### src/rtl/uart_cmd_parser.sv
// uart_cmd_parser: decodes ASCII "Waadd<CR>" / "Raa<CR>" commands arriving
// from the UART receiver into single-cycle register-bus requests, with
// format checking and an inter-byte timeout while a command is open.
module uart_cmd_parser #(
  parameter int CLK_FRE    = 50,
  parameter int TIMEOUT_MS = 10
) (
  input  logic       clk,
  input  logic       rst_n,
  input  logic [7:0] rx_data,
  input  logic       rx_valid,
  output logic       reg_wr,
  output logic       reg_rd,
  output logic [7:0] reg_addr,
  output logic [7:0] reg_wdata,
  output logic       err,
  output logic [1:0] err_code,
  output logic       busy
);

  localparam logic [31:0] TO_CYC  = 32'(CLK_FRE * 1000 * TIMEOUT_MS);
  localparam logic [31:0] TO_LAST = TO_CYC - 32'd1;
  localparam bit          TO_EN   = (TIMEOUT_MS != 0);

  localparam logic [7:0] CH_LF = 8'h0A;
  localparam logic [7:0] CH_CR = 8'h0D;

  typedef enum logic [3:0] {
    S_IDLE, S_W_AH, S_W_AL, S_W_DH, S_W_DL, S_W_EOL,
    S_R_AH, S_R_AL, S_R_EOL, S_DISCARD
  } state_t;

  state_t      r_state;
  state_t      w_nextState;
  logic [31:0] r_toCnt;
  logic [7:0]  r_addrBuf;
  logic [7:0]  r_dataBuf;

  logic        w_byte;
  logic        w_isCr;
  logic        w_hexValid;
  logic [3:0]  w_hexNib;
  logic        w_toExpire;
  logic        w_issueWr;
  logic        w_issueRd;
  logic        w_errFmt;
  logic        w_errTo;

  // Returns {valid, nibble} for an ASCII hex digit in either case.
  function automatic logic [4:0] hexDecode(input logic [7:0] c);
    logic [4:0] res;
    res = 5'b0;
    if (c >= 8'h30 && c <= 8'h39)      res = {1'b1, 4'(c - 8'h30)};
    else if (c >= 8'h41 && c <= 8'h46) res = {1'b1, 4'(c - 8'h37)};
    else if (c >= 8'h61 && c <= 8'h66) res = {1'b1, 4'(c - 8'h57)};
    return res;
  endfunction

  // LF never counts as a byte: it neither moves the FSM nor restarts the timeout.
  assign w_byte = rx_valid && (rx_data != CH_LF);
  assign w_isCr = (rx_data == CH_CR);
  assign {w_hexValid, w_hexNib} = hexDecode(rx_data);
  assign w_toExpire = TO_EN && (r_state != S_IDLE) && !w_byte && (r_toCnt == TO_LAST);

  // State register.
  always_ff @(posedge clk or negedge rst_n) begin
    if (!rst_n) r_state <= S_IDLE;
    else        r_state <= w_nextState;
  end

  // Next-state decode; an arriving byte always takes priority over expiry.
  always_comb begin
    w_nextState = r_state;
    w_issueWr   = 1'b0;
    w_issueRd   = 1'b0;
    w_errFmt    = 1'b0;
    w_errTo     = 1'b0;
    if (w_byte) begin
      case (r_state)
        S_IDLE: begin
          if (rx_data == 8'h57 || rx_data == 8'h77)      w_nextState = S_W_AH;
          else if (rx_data == 8'h52 || rx_data == 8'h72) w_nextState = S_R_AH;
          else if (w_isCr)                               w_nextState = S_IDLE;
          else                                           w_nextState = S_DISCARD;
        end
        S_W_AH, S_W_AL, S_W_DH, S_W_DL, S_R_AH, S_R_AL: begin
          if (w_hexValid) begin
            case (r_state)
              S_W_AH:  w_nextState = S_W_AL;
              S_W_AL:  w_nextState = S_W_DH;
              S_W_DH:  w_nextState = S_W_DL;
              S_W_DL:  w_nextState = S_W_EOL;
              S_R_AH:  w_nextState = S_R_AL;
              default: w_nextState = S_R_EOL;
            endcase
          end else if (w_isCr) begin
            w_errFmt    = 1'b1;
            w_nextState = S_IDLE;
          end else begin
            w_nextState = S_DISCARD;
          end
        end
        S_W_EOL: begin
          if (w_isCr) begin
            w_issueWr   = 1'b1;
            w_nextState = S_IDLE;
          end else begin
            w_nextState = S_DISCARD;
          end
        end
        S_R_EOL: begin
          if (w_isCr) begin
            w_issueRd   = 1'b1;
            w_nextState = S_IDLE;
          end else begin
            w_nextState = S_DISCARD;
          end
        end
        S_DISCARD: begin
          if (w_isCr) begin
            w_errFmt    = 1'b1;
            w_nextState = S_IDLE;
          end
        end
        default: w_nextState = S_IDLE;
      endcase
    end else if (w_toExpire) begin
      w_errTo     = 1'b1;
      w_nextState = S_IDLE;
    end
  end

  // Inter-byte timeout counter: parked at zero in IDLE, cleared by every real byte.
  always_ff @(posedge clk or negedge rst_n) begin
    if (!rst_n)                                            r_toCnt <= 32'd0;
    else if (!TO_EN || w_byte || r_state == S_IDLE || w_toExpire) r_toCnt <= 32'd0;
    else                                                   r_toCnt <= r_toCnt + 32'd1;
  end

  // Assemble address/data nibbles privately so the bus never sees partial values.
  always_ff @(posedge clk or negedge rst_n) begin
    if (!rst_n) begin
      r_addrBuf <= 8'h00;
      r_dataBuf <= 8'h00;
    end else if (w_byte && w_hexValid) begin
      case (r_state)
        S_W_AH, S_W_AL, S_R_AH, S_R_AL: r_addrBuf <= {r_addrBuf[3:0], w_hexNib};
        S_W_DH, S_W_DL:                 r_dataBuf <= {r_dataBuf[3:0], w_hexNib};
        default: ;
      endcase
    end
  end

  // Registered outputs: single-cycle pulses, held bus values and error code.
  always_ff @(posedge clk or negedge rst_n) begin
    if (!rst_n) begin
      reg_wr    <= 1'b0;
      reg_rd    <= 1'b0;
      reg_addr  <= 8'h00;
      reg_wdata <= 8'h00;
      err       <= 1'b0;
      err_code  <= 2'b00;
      busy      <= 1'b0;
    end else begin
      reg_wr <= w_issueWr;
      reg_rd <= w_issueRd;
      err    <= w_errFmt || w_errTo;
      busy   <= (w_nextState != S_IDLE);
      if (w_issueWr) begin
        reg_addr  <= r_addrBuf;
        reg_wdata <= r_dataBuf;
      end else if (w_issueRd) begin
        reg_addr  <= r_addrBuf;
      end
      if (w_errFmt)     err_code <= 2'b01;
      else if (w_errTo) err_code <= 2'b10;
    end
  end

endmodule
### config.mk
export PLATFORM = sky130hd
export DESIGN_NAME = uart_cmd_parser
export DESIGN_NICKNAME = d
export VERILOG_FILES = /design/src/rtl/uart_cmd_parser.sv
export SDC_FILE = /design/constraint.sdc
export NUM_CORES = 1
export LEC_CHECK = 0
export ABC_AREA = 1
export CORE_MARGIN = 2
export CORE_UTILIZATION = 50
export CTS_BUF_LIST = sky130_fd_sc_hd__clkbuf_16
export DETAILED_ROUTE_END_ITERATION = 16
export PLACE_DENSITY_LB_ADDON = 0.15
export SKIP_LAST_GASP = 1
export SYNTH_ARGS = -nofsm -noshare
export SYNTH_HDL_FRONTEND = slang
export SYNTH_SLANG_ARGS = --single-unit
### constraint.sdc
create_clock -name clk -period 2.21 [get_ports clk]
set_clock_uncertainty 0.1 [all_clocks]
set_input_delay 0.3315 -clock clk [delete_from_list [all_inputs] [get_ports clk]]
set_output_delay 0.3315 -clock clk [all_outputs]
set_load 0.02 [all_outputs]
==> results_dict.tcl <==
set metrics [dict create \
    num_rows 33 \
    antenna_found_initial 0 \
    stdcell_area_um2 5002 \
    reg2reg_to "r_toCnt[18]" \
    synthesis.area_um2 4098 \
    r2r_slack_ps 170 \
    fin_nets 601 \
    grt_overflow 0 \
    grt_max_degree 49 \
    port_buffers 32 \
    worst_pin_slew_ps 647.5 \
    start_util_pct 50.63 \
    path_buf_inv 1 \
    core_um2 8093 \
    slew_headroom_pct 56.83 \
    cts_max_level 3 \
    crit_cells 9 \
    post-cts-setup-buffers 0 \
    cpPeakStageDelay_ps 390 \
    synthToLayoutAreaGrowth_pct 22.08 \
    root_buffer "clkbuf_16" \
    min_path_type "primary input to asynchronous set/reset pin" \
    num_vias 3561 \
    synth_cell_types 35 \
    dieWidth_um 94.53 \
    wire_per_inst_um 13.39 \
    max_freq_mhz 489.1 \
    io_pins 33 \
    endpoint "r_toCnt[18]" \
    reg2regPathDepth 9 \
    cp_max_fo 4 \
    cellLeakagePower_nw 2.219 \
    drtAntennaViolNets 0 \
    critPathCaptureType "register" \
    synth_area_leader_cell "dfrtp_1" \
    fin_crit_sh_pct 92.51 \
    drc 0 \
    routabilityCongestion 0.9261 \
    yosys.area_share.xor_xnor_pct 5.130 \
    required_ps 2330 \
    arrival_ps 2170 \
    cpMostUsedCell "nor2_1" \
    clockBufferDepth 2 \
    clkTransAtPathRegs_ps 60 \
    syn_avg_cell_area_um2 7.880 \
    drt_iter0_drc 276 \
    synth_top_family_by_area "simple AND/OR/NAND/NOR gates" \
    synth_nets 537 \
    drive_gt1_share_pct 14.94 \
    via_per_inst 5.131 \
    fin_crit_ps 2044 \
    drt-total-wl_um 9291 \
    p_per_area_nw_per_um2 651.3 \
    holdWs_ps 356.7 \
    crit_chain "ha_1 > nand2_1 > nor2_1 > nand3_1 > nor3_1 > inv_1 > nor2_1 > a21oi_1 > o21a_1" \
    peakVddDrop_v 0.0005301 \
    finalPower_mw 3.258 \
    synth-compound-area-share_pct 5.588 \
    synth_area_leaders "dfrtp_1 (45%), nand2_1 (13%), nor2_1 (6.9%)" \
    dp_hpwl_um 7155 \
    cp-startpoint "r_toCnt[1]" \
    crit_type "register to register" \
    status "finished, final reports clean" \
    cts_inserted_buffers 9 \
    cts.sinks 74 \
    synth.area.mux_share_pct 0 \
    die_y_um 94.53 \
    cts_tree "done" \
    synth_top_area_share_pct 45.19 \
    worst_path_max_delay_cell "dfrtp_1" \
    clk_latency_ps 330 \
    synth_cells 520 \
    dr.pass1.iters 5 \
    setup_viol 0 \
    grt_pass1_wl_um 15970 \
    yosys.area_share.simple_pct 35.24 \
    antenna_cells 0 \
    grt_setup_unrepaired "false" \
    grt_pass1_vias 3409 \
    critPathTopFamily "simple AND/OR/NAND/NOR gates" \
    grt.total_usage_pct 22.61 \
    drv_cap 0 \
    seq_area_frac_synth_pct 45.19 \
    yosysWarningCount 0 \
    ys_ff_latch 74 \
    worst_setup_path_start_kind "register" \
    synth_fa_ha_area_share_pct 1.832 \
    drv_slew 0 \
    place_area_um2 4705 \
    reg2reg_from "r_toCnt[1]" \
    hold_viol 0 \
    dieArea_um2 8936 \
]
[cell usage in the layout (no fill, tap or decap), types with 7 or more instances in the layout]
| cell | count |
|---|---|
| clkdlybuf4s50_1 | 29 |
| xor2_1 | 22 |
| o21ai_0 | 20 |
| inv_1 | 46 |
| dfrtp_1 | 74 |
| nor4_1 | 8 |
| nand3_1 | 25 |
| nand2_1 | 145 |
| buf_4 | 29 |
| clkbuf_16 | 9 |
| nand4_1 | 16 |
| nand2_2 | 7 |
| nor3_1 | 16 |
| nor2_2 | 9 |
| nor2_1 | 75 |
[power by group]
| group | internal, mW | total, mW | switching [mW] |
|---|---|---|---|
| clock | 0.777 | 1.38 | 0.601 |
| sequential | 1.41 | 1.46 | 0.0528 |
| combinational | 0.164 | 0.418 | 0.254 |
[through the flow]
step	setup WS, ps	utilization, %	TNS, ps	instances
3_3_place_gp	-124.8	58.13	-5374	677
3_5_place_dp	-259.7	58.13	-10300	677
5_1_grt	24.89	61.81	0	694
6_report	165.5	61.81	0	694
2_1_floorplan	461.4	-	0	520
4_1_cts	90.35	61.75	0	694
[synthesized netlist by cell type]
cell type  instances
nor3_1            16
nand2_4            1
xnor2_1            2
o22ai_1            2
nand3b_1           2
o21ai_4            1
inv_1             47
nor4_1             8
nor3b_1            1
o21a_1             1
inv_2              2
a21oi_2            1
o21ai_1            5
nor3_2             3
ha_1               6
nand4_1           16
nor2_2             9
o21ai_0           21
or2_2              1
nand3_2            2
dfrtp_1           74
nor3_4             1
buf_2              2
nor2_4             5
nand2_2            7
a21oi_1            2
xor2_1            22
nand3_1           25
clkinv_2           1
nor2_1            75
o21ai_2            5
inv_4              1
nand2_1          145
buf_6              6
buf_4              2
[cell families (layout without fill, tap and decap cells)]
group           Yosys count  in the layout
fa+ha+maj                 6              6
xor+xnor                 24             24
simple gates            317            317
flops                    74             74
buf+inv                  61            130
compound gates           38             38
[how the worst min path moves through the flow]
| stage | start | endpoint | slack (ps) | depth (start not counted) |
|---|---|---|---|---|
| after floorplan | rst_n | busy | -60 | 0 |
| after global placement | rst_n | r_toCnt[10] | 170 | 1 |
| after detailed placement | rst_n | r_toCnt[10] | 180 | 1 |
| after CTS | rst_n | r_toCnt[5] | 370 | 2 |
| after global routing | rst_n | r_toCnt[5] | 380 | 2 |
| final | rst_n | r_toCnt[5] | 360 | 2 |
[sequential cells by signal (all words and copies together) (netlist names)]
signal	flops
r_toCnt	32
r_addrBuf	8
r_dataBuf	8
reg_addr	8
reg_wdata	8
r_state	4
err_code	2
busy	1
err	1
reg_rd	1
reg_wr	1
[layout make-up]
| type | instances | area [um^2] |
|---|---|---|
| fillers | 751 | 3090 |
| multi-input cells | 385 | 1958 |
| flip-flops and latches | 74 | 1852 |
| repair buffers | 63 | 583.1 |
| clock buffers | 9 | 225.2 |
| inverters | 51 | 195.2 |
| well taps | 105 | 131.4 |
| clock inverters | 7 | 57.56 |
[per-layer routing]
metal / routed length (um) / GRT usage [%] / vias to the layer above
li1: - / - / 1794
met2: 4169 / 34.82 / 99
met5: 0 / 0 / -
met3: 419 / 4.469 / 10
met1: 4618 / 33.28 / 1658
met4: 83 / 4.831 / 0
[timing repair]
| action | CTS | global route |
|---|---|---|
| gates resized for setup | 0 | 4 |
| setup endpoints to repair | 0 | 14 |
| endpoints found under the hold margin | 26 | 0 |
| hold buffers | 1 | 0 |
No activity file was read; power rests on OpenSTA's default activity.
